`src/rtl/status_monitor.sv`:
```
// Captures the core's status stream into an on-chip buffer until a halting code,
// a full buffer or the cycle budget ends the run; the buffer is readable at any time.
module status_monitor #(
    parameter int DEPTH     = 1024,
    parameter int IDX_W     = 10,
    parameter int MAX_CYCLE = 120000,
    parameter int CYC_W     = 17
) (
    input  logic             i_clk,
    input  logic             i_rst,
    input  logic             i_start,
    input  logic [1:0]       i_status,
    input  logic             i_status_valid,
    input  logic             i_rd_en,
    input  logic [IDX_W-1:0] i_rd_idx,
    output logic [1:0]       o_rd_data,
    output logic             o_rd_valid,
    output logic [IDX_W:0]   o_count,
    output logic [CYC_W-1:0] o_cycles,
    output logic             o_busy,
    output logic             o_done,
    output logic [1:0]       o_halt_code,
    output logic             o_overflow,
    output logic             o_timeout
);

    typedef enum logic [1:0] {IDLE, CAPTURE, DONE, TIMEOUT} state_t;

    localparam logic [CYC_W-1:0] LAST_CYCLE = CYC_W'(MAX_CYCLE - 1);
    localparam logic [IDX_W:0]   FULL_COUNT = (IDX_W + 1)'(DEPTH);

    state_t           state;
    logic [1:0]       mem [DEPTH];
    logic [1:0]       rd_raw;
    logic             rd_hit;
    logic             wr_en;
    logic             is_halt;
    logic [IDX_W:0]   count_next;

    // A valid arriving together with i_start belongs to no run and is dropped.
    assign wr_en   = (state == CAPTURE) && i_status_valid && !i_start;
    assign is_halt = i_status[1];

    // NOTE: every always_comb output gets a default first so no latch is inferred.
    always_comb begin
        count_next = o_count;
        if (i_start)
            count_next = '0;
        else if (wr_en)
            count_next = o_count + 1'b1;
    end

    // NOTE: sequential state uses non-blocking assignments so all registers update together.
    always_ff @(posedge i_clk or posedge i_rst) begin
        if (i_rst) begin
            state       <= IDLE;
            o_count     <= '0;
            o_cycles    <= '0;
            o_busy      <= 1'b0;
            o_done      <= 1'b0;
            o_halt_code <= 2'd0;
            o_overflow  <= 1'b0;
            o_timeout   <= 1'b0;
        end else if (i_start) begin
            state       <= CAPTURE;
            o_count     <= '0;
            o_cycles    <= '0;
            o_busy      <= 1'b1;
            o_done      <= 1'b0;
            o_halt_code <= 2'd0;
            o_overflow  <= 1'b0;
            o_timeout   <= 1'b0;
        end else if (state == CAPTURE) begin
            // Saturating at the last budget cycle leaves o_cycles at MAX_CYCLE-1 on exit.
            if (o_cycles != LAST_CYCLE)
                o_cycles <= o_cycles + 1'b1;
            o_count <= count_next;
            if (wr_en && is_halt) begin
                o_halt_code <= i_status;
                o_done      <= 1'b1;
                o_busy      <= 1'b0;
                state       <= DONE;
            end else if (wr_en && (count_next == FULL_COUNT)) begin
                o_overflow <= 1'b1;
                o_done     <= 1'b1;
                o_busy     <= 1'b0;
                state      <= DONE;
            end else if (o_cycles == LAST_CYCLE) begin
                o_timeout <= 1'b1;
                o_busy    <= 1'b0;
                state     <= TIMEOUT;
            end
        end
    end

    // NOTE: the buffer has no reset; its contents are don't-care until written, which keeps it RAM-mappable.
    always_ff @(posedge i_clk) begin
        if (wr_en)
            mem[o_count[IDX_W-1:0]] <= i_status;
        if (i_rd_en)
            rd_raw <= mem[i_rd_idx];
    end

    // The hit test uses the post-edge count so a read colliding with a write
    // returns the slot's previous contents rather than zero.
    always_ff @(posedge i_clk or posedge i_rst) begin
        if (i_rst) begin
            o_rd_valid <= 1'b0;
            rd_hit     <= 1'b0;
        end else begin
            o_rd_valid <= i_rd_en;
            if (i_rd_en)
                rd_hit <= ({1'b0, i_rd_idx} < count_next);
        end
    end

    assign o_rd_data = rd_hit ? rd_raw : 2'd0;

endmodule

```
`config.mk`:
```
export PLATFORM = sky130hd
export DESIGN_NAME = status_monitor
export DESIGN_NICKNAME = d
export VERILOG_FILES = /design/src/rtl/status_monitor.sv
export SDC_FILE = /design/constraint.sdc
export NUM_CORES = 2
export LEC_CHECK = 0
export CORE_UTILIZATION = 31
export CTS_CLUSTER_SIZE = 12
export DETAILED_ROUTE_END_ITERATION = 6
export PLACE_DENSITY = 0.51
export SLEW_MARGIN = 25
export SYNTH_ARGS = -nofsm -noshare
export SYNTH_HDL_FRONTEND = slang
export SYNTH_SLANG_ARGS = --single-unit
```
`constraint.sdc`:
```
create_clock -name i_clk -period 7.1 [get_ports i_clk]
set_input_delay 1.42 -clock i_clk [delete_from_list [all_inputs] [get_ports i_clk]]
set_output_delay 1.42 -clock i_clk [all_outputs]
set_load 0.02 [all_outputs]
```
==> summary.txt <==
Status
  • Outcome: completed

Setup path
  • CP max-delay cell: buf_8
  • CP peak stage delay: about 0.64 ns
  • CP bufs+invs: 3
  • CP Data Required Time: 7.82 ns
  • Setup CP Type: in2reg
  • Top cell by count, worst path: nand4_1
  • Delay-heaviest family, CP: buffers and inverters
  • Crit. End Element: flip-flop
  • Critical path peak fanout: 90
  • Arrival time at the worst endpoint: 5.26 ns
  • Crit start category: input pin
  • Crit path cell chain: buf_8, buf_12, mux4_2, nor3_1, nor4_1, nand4_1, a2111oi_0, buf_4, o311ai_1, nand4_1

Logic synthesis
  • Sequential area share after synthesis: between 70% and 80%
  • Synthesized cell area: 85,100 um2
  • Post-synthesis cell type count: between 60 and 70
  • Dominant synthesized flop cell: edfxtp_1
  • Synth warn: 0
  • Post-Syn Nets: roughly 4.9k
  • Post-synth EDFFs: 2,050
  • Synth Instances: around 5k
  • Ranking of synthesized cells by area: edfxtp_1 (72%), mux4_2 (13%), nor2_1 (4.7%)
  • Flops & latches, synth: about 2.1k
  • Async SR Flop Fraction: approximately 1.8%
  • Synth area leader: edfxtp_1
  • Mean Syn Cell Area: 17.4 um2
  • Synth top area share: 72.3%

Power
  • LEAKAGE: 28.4 nW
  • Cell Pwr Density: 261 nW/um2
  • Maximum vdd drop: 290 uV
  • Total power: 25.1 mW

Cells and area
  • Final nets: 4,925
  • Final Cell Area: 96,000 um2
  • Area growth from synthesis to layout: 12.8%
  • Fraction of layout cells with a size suffix above 1: approximately a fifth
  • Filler cells: 25.5k

Place
  • Post-DP HPWL: ~140,000 um
  • RD Place Congestion: 0.824
  • Port bufs: 53
  • Placed Area: 89,800 um2

CTS
  • Clock tree buffer depth: 3
  • Clock Latency Late Sink: 0.88 ns
  • Clk slew on worst S/H paths: 0.06 ns
  • Setup bufs post-CTS: 0
  • H-tree depth: 4
  • CTS Hold Buffers Added: 0
  • CTS tree: yes
  • CTS Sinks: approximately 2.1k
  • Root Buffer: clkbuf_16
  • Post-CTS sizing: 0
  • CTS Buf Count: 210

Floorplan
  • Initial Util: 31.3%
  • Core Footprint: 272,000 um2
  • Top-Level Pins: 54
  • Die height: 526 um
  • Die W: 526 um
  • Row cnt: 191
  • Die area: 277,000 um2

Drt
  • WL met2: 116,000 um
  • Met1 wire length: slightly above 100,000 um
  • Metal3 WL: 14,900 um
  • Wirelength, routed: between 200,000 and 250,000 um
  • DRC viols: 0
  • Top Layer Used: met5
  • First-pass detailed-route iteration total: 6
  • Final antenna-violating net count: 0
  • Vias per inst: about 5.3
  • Vias: 45.5k
  • DR iter-0 viols: 4,657
  • Routed length per instance: around 28 um

STA
  • Unrepaired setup endpoints after global routing: false
  • Final worst path period need: approximately 4.5 ns
  • Clk_skew: between 0.04 and 0.05 ns
  • Worst-Margin Slew: around 1.2 ns
  • Fmax: roughly 220 MHz
  • Final Slew Violations: 0
  • Final Hold Fails: 0
  • Slew headroom: 23.0%
  • Period utilization: 64.0%
  • Setup violations, final: 0
  • Final setup TNS: 0 ns

Worst hold path
  • Hold Path Class: reg2reg

GRT
  • Global-route usage over all layers: around 17%
  • Initial antenna violation count: 12
  • Gr ovfl total: 0
  • Vias in the first global route: 47.0k
  • First-pass GRT wire length: around 350,000 um
  • Pin count of the biggest net entering global routing: 198

Flow run
  • Max-cap violations: 0
metrics by stage:
step           cells  setup WS, ns  hold WS (ns)  util [%]
2_1_floorplan   4877          3.29         0.511         -
3_3_place_gp    8251          1.35         0.525      33.0
3_5_place_dp    8252          1.69         0.521      33.0
4_1_cts         8595          2.65         0.534      35.3
5_1_grt         8597          2.38         0.545      35.3
6_report        8598          2.56         0.530      35.3
path summary, 6_finish.rpt:
| path | from | end | slack [ns] | cells past startpoint |
|---|---|---|---|---|
| min reg2reg | o_busy | o_busy | 0.53 | 1 |
| max | i_rd_idx[0] | rd_raw[1] | 2.56 | 10 |
| min | o_busy | o_busy | 0.53 | 1 |
| max in group asynchronous | i_rst | rd_hit | 5.71 | 3 |
| min in group asynchronous | i_rst | o_cycles[13] | 0.97 | 3 |
| max reg2reg | o_count[5] | rd_hit | 3.23 | 10 |
synthesized netlist by cell type (all sizes together), types with 13 or more instances:
cell       n
edfxtp  2050
nor2    1069
mux4     484
clkbuf   287
buf      117
nor3     105
nand2     99
mux2i     90
a22oi     61
o22ai     44
a22o      43
a221oi    39
dfrtp     38
a21oi     33
nor4      30
o21ai     28
inv       21
nand3     16
nor2b     15
a211o     14
ha        14
o211ai    14
and3      13
metal layers:
| layer | vias to the layer above | track usage (%) |
|---|---|---|
| li1 | 19100 | - |
| met1 | 24400 | 23.6 |
| met2 | 1579 | 28.3 |
| met3 | 346 | 2.88 |
| met4 | 6 | 5.62 |
| met5 | - | 0 |
final cells by class:
class | count | area (um2) | area share [%]
Sequential cell | 2088 | 62500 | 65.1
Multi-Input combinational cell | 2364 | 20700 | 21.6
Clock buffer | 267 | 5510 | 5.74
Tap cell | 3570 | 4470 | 4.65
Timing Repair Buffer | 209 | 2000 | 2.08
Clock inverter | 76 | 712 | 0.742
Inverter | 21 | 78.8 | 0.0821
Antenna cell | 3 | 7.51 | 0.00782
cells by family (layout without fill, tap and decap cells):
kind of cell             Yosys count  after routing  synth area share [%]
AO/OA/AOI/OAI                    322            322                  2.77
buffers and inverters            425            573                  2.41
adder cells (fa/ha/maj)           14             14                 0.206
AND/OR/NAND/NOR                 1424           1424                  6.94
multiplexers                     586            586                  14.0
other                              0              3                     0
flip-flops                      2088           2088                  73.5
XOR/XNOR                          18             18                 0.185
cell usage in the layout (no fill, tap or decap), types with 13 or more instances in the layout:
master,instances
nor4_1,27
nand2_1,60
o211ai_1,14
mux2i_1,90
clkinv_1,41
nor2_1,1067
dfrtp_1,38
inv_1,20
edfxtp_1,2050
clkbuf_16,212
a221oi_1,38
o21ai_0,28
nand3_1,16
buf_4,134
a21oi_1,33
a211o_1,14
ha_1,14
nor3_1,105
mux4_2,484
clkbuf_1,55
a22o_1,43
and3_1,13
o22ai_1,44
clkdlybuf4s50_1,46
nand2_2,37
a22oi_1,61
buf_12,23
registers in the layout (all words and copies together), names as in the netlist:
| register | count |
|---|---|
| mem | 2048 |
| o_busy | 1 |
| o_count | 11 |
| o_cycles | 17 |
| o_done | 1 |
| o_halt_code | 2 |
| o_overflow | 1 |
| o_rd_valid | 1 |
| o_timeout | 1 |
| rd_hit | 1 |
| rd_raw | 2 |
| state | 2 |
report_power, final:
part	switching (mW)	leakage [nW]	internal [mW]
registers	0.0114	18.9	13.5
clock network	4.67	3.01	5.73
logic	0.748	6.50	0.400
total	5.42	28.4	19.7
Note: power is estimated with default switching activity, not from simulation.
